$ cat config.mk
export PLATFORM = sky130hd
export DESIGN_NAME = dff_bank_rr_arbiter
export DESIGN_NICKNAME = d
export VERILOG_FILES = /design/src/rtl/dff_bank_rr_arbiter.sv
export SDC_FILE = /design/constraint.sdc
export NUM_CORES = 1
export LEC_CHECK = 0
export CAP_MARGIN = 40
export CELL_PAD_IN_SITES_DETAIL_PLACEMENT = 1
export CELL_PAD_IN_SITES_GLOBAL_PLACEMENT = 2
export CORE_ASPECT_RATIO = 0.8
export CORE_MARGIN = 2
export CORE_UTILIZATION = 25
export CTS_CLUSTER_SIZE = 10
export DETAILED_ROUTE_END_ITERATION = 12
export HOLD_SLACK_MARGIN = 0.08
export PLACE_DENSITY = 0.82
export SLEW_MARGIN = 5
export SYNTH_ARGS = -nofsm -noshare
export SYNTH_HDL_FRONTEND = slang
export SYNTH_SLANG_ARGS = --single-unit
$ cat constraint.sdc
create_clock -name clk -period 4.19 [get_ports clk]
set_input_delay 0.6285 -clock clk [delete_from_list [all_inputs] [get_ports clk]]
set_output_delay 0.6285 -clock clk [all_outputs]
set_load 0.02 [all_outputs]
$ cat src/rtl/dff_bank_rr_arbiter.sv
// Round-robin arbiter and write sequencer for a shared WIDTH-bit register.
// One requester owns the register at a time. A tenure lasts at most MAX_HOLD
// cycles, and only the owner's write strobe loads its data slice.
module dff_bank_rr_arbiter #(
  parameter int unsigned N_REQ    = 4,
  parameter int unsigned WIDTH    = 8,
  parameter int unsigned MAX_HOLD = 4
) (
  input  logic                   clk,
  input  logic                   rst,
  input  logic [N_REQ-1:0]       req,
  input  logic [N_REQ-1:0]       we,
  input  logic [N_REQ*WIDTH-1:0] wdata,
  output logic [N_REQ-1:0]       gnt,
  output logic [WIDTH-1:0]       q,
  output logic                   upd,
  output logic                   busy
);

  localparam int unsigned IW = (N_REQ > 1) ? $clog2(N_REQ) : 1;
  localparam int unsigned HW = $clog2(MAX_HOLD + 1);

  typedef enum logic {IDLE, GRANT} state_t;

  state_t          state;
  logic [IW-1:0]   ptr;
  logic [IW-1:0]   own;
  logic [HW-1:0]   hold_cnt;

  logic [IW-1:0]   nxt_own;
  logic [IW-1:0]   scan_start;
  logic [IW-1:0]   win;
  logic [N_REQ-1:0] win_oh;
  logic            found;
  logic            release_now;

  // Pick the next owner: scan from ptr when idle, or from owner+1 on release,
  // so the current owner is naturally the lowest priority.
  always_comb begin
    nxt_own     = (own == IW'(N_REQ - 1)) ? '0 : own + IW'(1);
    scan_start  = (state == GRANT) ? nxt_own : ptr;
    found       = 1'b0;
    win         = '0;
    for (int unsigned k = 0; k < N_REQ; k++) begin
      int unsigned idx;
      idx = (32'(scan_start) + k) % N_REQ;
      if (!found && req[IW'(idx)]) begin
        found = 1'b1;
        win   = IW'(idx);
      end
    end
    win_oh      = '0;
    win_oh[win] = 1'b1;
    release_now = !req[own] || (hold_cnt == HW'(MAX_HOLD));
  end

  // Arbitration FSM, tenure counter and the shared data register.
  always_ff @(posedge clk) begin
    if (rst) begin
      state    <= IDLE;
      gnt      <= '0;
      q        <= '0;
      upd      <= 1'b0;
      ptr      <= '0;
      own      <= '0;
      hold_cnt <= '0;
    end else begin
      upd <= 1'b0;
      case (state)
        IDLE: begin
          if (found) begin
            gnt      <= win_oh;
            own      <= win;
            hold_cnt <= HW'(1);
            state    <= GRANT;
          end
        end
        GRANT: begin
          if (we[own]) begin
            q   <= wdata[own*WIDTH +: WIDTH];
            upd <= 1'b1;
          end
          if (release_now) begin
            // Hand off directly to the next winner; a sole requester that
            // times out wins again and keeps its grant without a gap.
            ptr <= nxt_own;
            if (found) begin
              gnt      <= win_oh;
              own      <= win;
              hold_cnt <= HW'(1);
            end else begin
              gnt      <= '0;
              hold_cnt <= '0;
              state    <= IDLE;
            end
          end else begin
            hold_cnt <= hold_cnt + HW'(1);
          end
        end
        default: state <= IDLE;
      endcase
    end
  end

  assign busy = |gnt;

endmodule

## After elaboration in Yosys (flattened, before gate mapping)

Cells that the tools add are included.

| cells by class | value |
|---|---|
| eq/ne operators | 4 |
| reductions and logical operators | 14 |
| bitwise gates (word level) | 1 |
| $add $sub $neg | 5 |
| magnitude comparators | 7 |
| shifts and indexed selects | 1 |
| mux-type cells | 39 |

Operators with widths:

| operator | count |
|---|---|
| indexed part select 32 x 6 -> 8 bit | 1 |
| < comparator 2 x 3 -> 1 bit (second input constant) | 6 |
| 2-to-1 mux 2 bit | 8 |
| 2-to-1 mux 1 bit | 15 |
| binary-select mux 1 bit (select 2 bit) | 6 |
| 2-to-1 mux 4 bit | 3 |
| case mux 4 bit (2 select lines) | 1 |
| 2-to-1 mux 3 bit | 2 |
| case mux 3 bit (2 select lines) | 1 |
| AND reduction 2 bit | 3 |
| adder 2 x 1 -> 2 bit (second input constant) | 2 |
| adder 2 bit (second input constant) | 2 |
| logical AND 1 bit | 4 |
| zero test 1 bit | 4 |
| case mux 2 bit (2 select lines) | 1 |
| OR reduction 4 bit | 1 |
| adder 3 x 1 -> 3 bit (second input constant) | 1 |
| equality test 3 bit (second input constant) | 1 |
| demux 1 bit (select 2 bit) | 1 |
| equality test 2 bit (second input constant) | 1 |
| greater-or-equal comparator 2 x 1 -> 1 bit (second input constant) | 1 |
| != test 2 x 1 -> 1 bit (second input constant) | 1 |
| != test 2 bit (second input constant) | 1 |
| case mux 1 bit (2 select lines) | 1 |
| 3 further kinds | 3 |

| word-level totals | value |
|---|---|
| output and inout port bits | 14 |
| flip-flop bits (word level) | 21 |
| input bits | 42 |
| logic and storage cells | 78 |

## Longest topological paths before layout

| depth | value |
|---|---|
| depth in word-level cells | 22 |
| mapped depth | 7 |
| gate-level depth less buffers | 7 |

## Worst setup path before layout

No wires, ideal clock.

| timing | value |
|---|---|
| kind | input -> register |
| start point | in req[3] |
| end point | reg gnt[0] |
| path slack | 2.384 ns |
| library setup time | 0.117 ns |
| data arrival time | 1.688 ns |
| path buffers | 0 |
| stages on the path | 4 |
| data required time | 4.073 ns |
| path through | mux4_2 -> and3_4 -> o21ba_1 -> a32o_1 |

| between the ends | value |
|---|---|
| longest elaborated chain between the ends | 19 |
| elaborated cells on any way between the ends | 38 |
| those cells by class | order compare (2); eq/ne (2); mux (24); reduce/logical (10) |

Ends and longest elaborated chain:

| element | line | text |
|---|---|---|
| from (decl) | 11 | `input logic [N_REQ-1:0] req,` |
| binary-select mux 1 bit (select 2 bit) | 47 | `if (!found && req[IW'(idx)]) begin` |
| 2-to-1 mux 1 bit (implied by the code) | 47 |  |
| 2-to-1 mux 1 bit | 47 |  |
| zero test 1 bit | 47 |  |
| logical AND 1 bit | 47 |  |
| 2-to-1 mux 1 bit | 47 |  |
| zero test 1 bit | 47 |  |
| logical AND 1 bit | 47 |  |
| (+3 left out) | - |  |
| 2-to-1 mux 2 bit | 47 |  |
| < comparator 2 x 3 -> 1 bit (implied by the code) or greater-or-equal comparator 2 x 1 -> 1 bit (tied branches) | 53 | `win_oh[win] = 1'b1;` |
| logical AND 1 bit (implied by the code) | 53 |  |
| 2-to-1 mux 1 bit (implied by the code) | 53 |  |
| demux 1 bit (select 2 bit) | 53 |  |
| 2-to-1 mux 4 bit | 87 | `if (found) begin` |
| 2-to-1 mux 4 bit | 83 | `if (release_now) begin` |
| case mux 4 bit (2 select lines) | 69 | `case (state)` |
| to (signal assigned) | 72 | `gnt <= win_oh;` |
| to (signal assigned) | 88 | `gnt <= win_oh;` |
| to (decl) | 14 | `output logic [N_REQ-1:0] gnt,` |

Parallel ways exist; a longest one is shown, timed or not. The select of a mux whose other input is x is not followed.
A chain may end at the register's enable or synchronous reset.

## Final worst setup path

| timing | value |
|---|---|
| start point | reg own[0] |
| end point | reg gnt[2] |

| between the ends | value |
|---|---|
| longest elaborated chain between the ends | 22 |
| elaborated cells on any way between the ends | 45 |
| those cells by class | add/sub (4); order compare (2); eq/ne (3); mux (26); reduce/logical (10) |

Ends and longest elaborated chain:

| element | line | text |
|---|---|---|
| from (decl) | 27 | `logic [IW-1:0] own;` |
| from (signal assigned) | 73 | `own <= win;` |
| from (signal assigned) | 89 | `own <= win;` |
| adder 2 x 1 -> 2 bit or equality test 2 bit (tied branches) | 40 | `nxt_own = (own == IW'(N_REQ - 1)) ? '0 : own + IW'(1);` |
| 2-to-1 mux 2 bit (*) | 40 |  |
| named net nxt_own[1] | 30 | `logic [IW-1:0] nxt_own;` |
| 2-to-1 mux 2 bit (*) | 41 | `scan_start = (state == GRANT) ? nxt_own : ptr;` |
| parallel branches: the longest is 19 deep, another holds < comparator 2 x 3 -> 1 bit | - |  |

Mark *: on every way through the listed nets, which the timed path passes. The select of a mux whose other input is x is not followed.

==> impl_results.md <==
- Peak VDD IR: between 100 and 150 µV
- Top Ports: between 50 and 60
- Sink Count: 21
- Top FF cell, synth: dfxtp_1
- Startpoint Class: flip-flop
- Power density over cell area: 323 nW/µm²
- Initial Utilization: 0.258
- Clock buffer depth: 2
- First drt pass iteration count: 4
- Number of flops mapped to enable cells by yosys: 0
- Final antenna-violating net count: 0
- Syn-to-layout area delta: 54.9%
- Worst Path Max Fanout: 14
- Slew HR: 0.466
- Pin slew with the least headroom to its limit: about 0.8 ns
- Final setup violation count: 0
- Global-route wire length before repair: roughly 5500 µm
- Seq cells post-synth: 21
- Final Hold Viols: 0
- CTS clk-pin slew, worst paths: roughly 0.09 ns
- Mapped Avg Cell Area: 10.3 µm²
- Num rows: 22
- Top cells by count, synth: dfxtp_1 (21), nor2_1 (17), mux2i_1 (10), mux4_2 (10), nand2_1 (8)
- Final WS setup: approximately 1.8 ns
- Proportion of netlist area held by the largest area contributor: 0.357
- Die ar.: 5280 µm²
- Number of global-route vias before repair: between 1k and 1.5k
- Resize count post-CTS: 0
- RSZ-0062 raised after global routing: false
- Max Cap Viol: 0
- Port Buffers: 55
- Clk Latency, worst-skew pair: approximately 0.26 ns
- Placed Area: approximately 1800 µm²
- Outcome: finished, final reports clean
- Mapped Cells: 114
- Ratio of cells with drive above 1 in the final layout: 0.107
- Most area-consuming cells after synthesis: dfxtp_1 (36%), mux4_2 (19%), mux2i_1 (8.5%), nor2_1 (5.4%), ha_1 (3.2%)
- LEAKAGE: between 0.0007 and 0.0008 µW
- Clock root buffer: clkbuf_8
- Critical Path Sink Type: flip-flop
- Yosys cell types: 33
- Worst path required time: between 4 and 5 ns
- Period utilization: 0.564
- H-tree levels: 1
- Post-route DRC: 0
- Worst Skew: between 0.008 and 0.009 ns
- Ant. Diodes: 0
- Post-CTS Hold Buffers: 0
- Gp weighted congestion: between 0.8 and 0.9
- Hpwl dp: between 2000 and 3000 µm
- Initial DRC Count: 59
- CTS tree: done
- Syn Nets: 159
- Antenna violations before repair: 0
- Final Cell Area: 1830 µm²
- Final #Nets: about 210
- Overall routing resource usage: 0.137
- Post-CTS setup buffers: 0
- Synth async-reset ratio: 0
- Num CTS Buffers: 3
- Routed WL per cell: between 10 and 15 µm
- Die width: 80.8 µm
- Overall Power: 591 µW
- Tmin final: 2.36 ns
- Setup TNS: 0 ns
- Mapped cell area: between 1000 and 1500 µm²
- HP Class: flip-flop to flip-flop
- Crit path DAT: between 2 and 3 ns
- Yosys warns: 0
- Register area share after synthesis: 0.357
- Critical path class: flip-flop to flip-flop
- Vias per cell: about 5
- Routed vias: about 1.1k
- Core area: around 4600 µm²
- Max Slew Vio Count: 0
- Final WL: around 3400 µm
- Die Span Y: between 60 and 70 µm
- Max Freq: about 420 MHz
- Largest net degree at the start of global routing: 20
- Pre-CTS setup slack: between 1.5 and 2 ns
- Synth area leader: dfxtp_1
- Count leader, synth: dfxtp_1
- Grt total ovfl: 0
- Number of fill cells in the layout: about 530
[power by group]
part	total, µW	internal (µW)	leakage, µW	switching, µW
logic	208	123	0.000506	84.9
clock network	136	66.3	0.0000255	69.8
registers	246	219	0.000172	27.1
total	591	409	0.000704	182
[registers in the layout (all words and copies together) (netlist names)]
signal and flops:
own 2, ptr 2, state 1, upd 1, hold_cnt 3, gnt 4
q 8
[critical path: stages (launching register included)]
cell and delay, ns:
dfxtp_1 0.85, ha_1 0.38, mux2i_2 0.28, nor2_1 0.07, o21ai_1 0.17, nand3b_1 0.20, a32o_1 0.30
[layout by cell type, fill, tap and decap left out]
| cell type | synthesis | final |
|---|---|---|
| clkdlybuf4s50_1 | 0 | 55 |
| dfxtp_1 | 21 | 21 |
| nor2_1 | 17 | 17 |
| mux4_2 | 10 | 10 |
| mux2i_1 | 10 | 10 |
| nand2_1 | 8 | 8 |
| a21oi_1 | 5 | 5 |
| o21ai_0 | 4 | 4 |
| nand3b_1 | 3 | 3 |
| ha_1 | 3 | 3 |
| clkbuf_8 | 0 | 3 |
| inv_1 | 2 | 2 |
| or4_1 | 2 | 2 |
| nand2b_1 | 2 | 2 |
| o21ai_1 | 2 | 2 |
| nand3_1 | 2 | 2 |
| a32o_1 | 2 | 2 |
| o31ai_1 | 2 | 2 |
| mux2i_2 | 1 | 1 |
| and3_1 | 1 | 1 |
| a211oi_1 | 1 | 1 |
| o211a_1 | 1 | 1 |
| a21o_1 | 1 | 1 |
| or2_2 | 1 | 1 |
| and3_4 | 1 | 1 |
| o21ba_1 | 1 | 1 |
| a22oi_1 | 1 | 1 |
| nor2b_1 | 1 | 1 |
| nand2_2 | 1 | 1 |
| o211ai_1 | 1 | 1 |
| a21boi_1 | 1 | 1 |
| nand4bb_1 | 1 | 1 |
| clkinv_2 | 0 | 1 |
[kinds of logic (layout without fill, tap and decap cells)]
kind of cell,Yosys count,in the layout,synth area share
simple gates,40,40,0.171
compound gates,22,22,0.125
mux,21,21,0.288
flops,21,21,0.357
buf+inv,7,61,0.0276
fa+ha+maj,3,3,0.0319
[through the flow]
step,utilization,hold WS (ns),cells
2_1_floorplan,-,0.462,114
3_3_place_gp,0.389,0.473,224
3_5_place_dp,0.389,0.471,224
4_1_cts,0.400,0.486,228
5_1_grt,0.400,0.528,228
6_report,0.400,0.481,228
[routing by layer]
layer | up-vias | wire length, µm | global-route usage
met5 | - | 0 | 0
met2 | 31 | 1730 | 0.239
met4 | 0 | 27 | 0.0318
met1 | 556 | 1470 | 0.172
li1 | 533 | - | -
met3 | 2 | 170 | 0.0343
[path summary, 6_finish.rpt]
path	slack, ns	cells past startpoint	endpoint	start
hold / removal	0.48	2	gnt[3]	gnt[3]
setup reg to reg	1.83	6	gnt[2]	own[0]
setup / recovery	1.83	6	gnt[2]	own[0]
hold reg to reg	0.48	2	gnt[3]	gnt[3]
[area by class of cell]
type	count	area, µm²	area share
multi-input cells	86	726	0.398
repair buffers	55	551	0.302
flip-flops and latches	21	420	0.230
well taps	60	75.1	0.0411
clock buffers	3	41.3	0.0226
inverters	2	7.51	0.00411
clock inverters	1	5.00	0.00274
No activity file was read; power rests on OpenSTA's default activity.
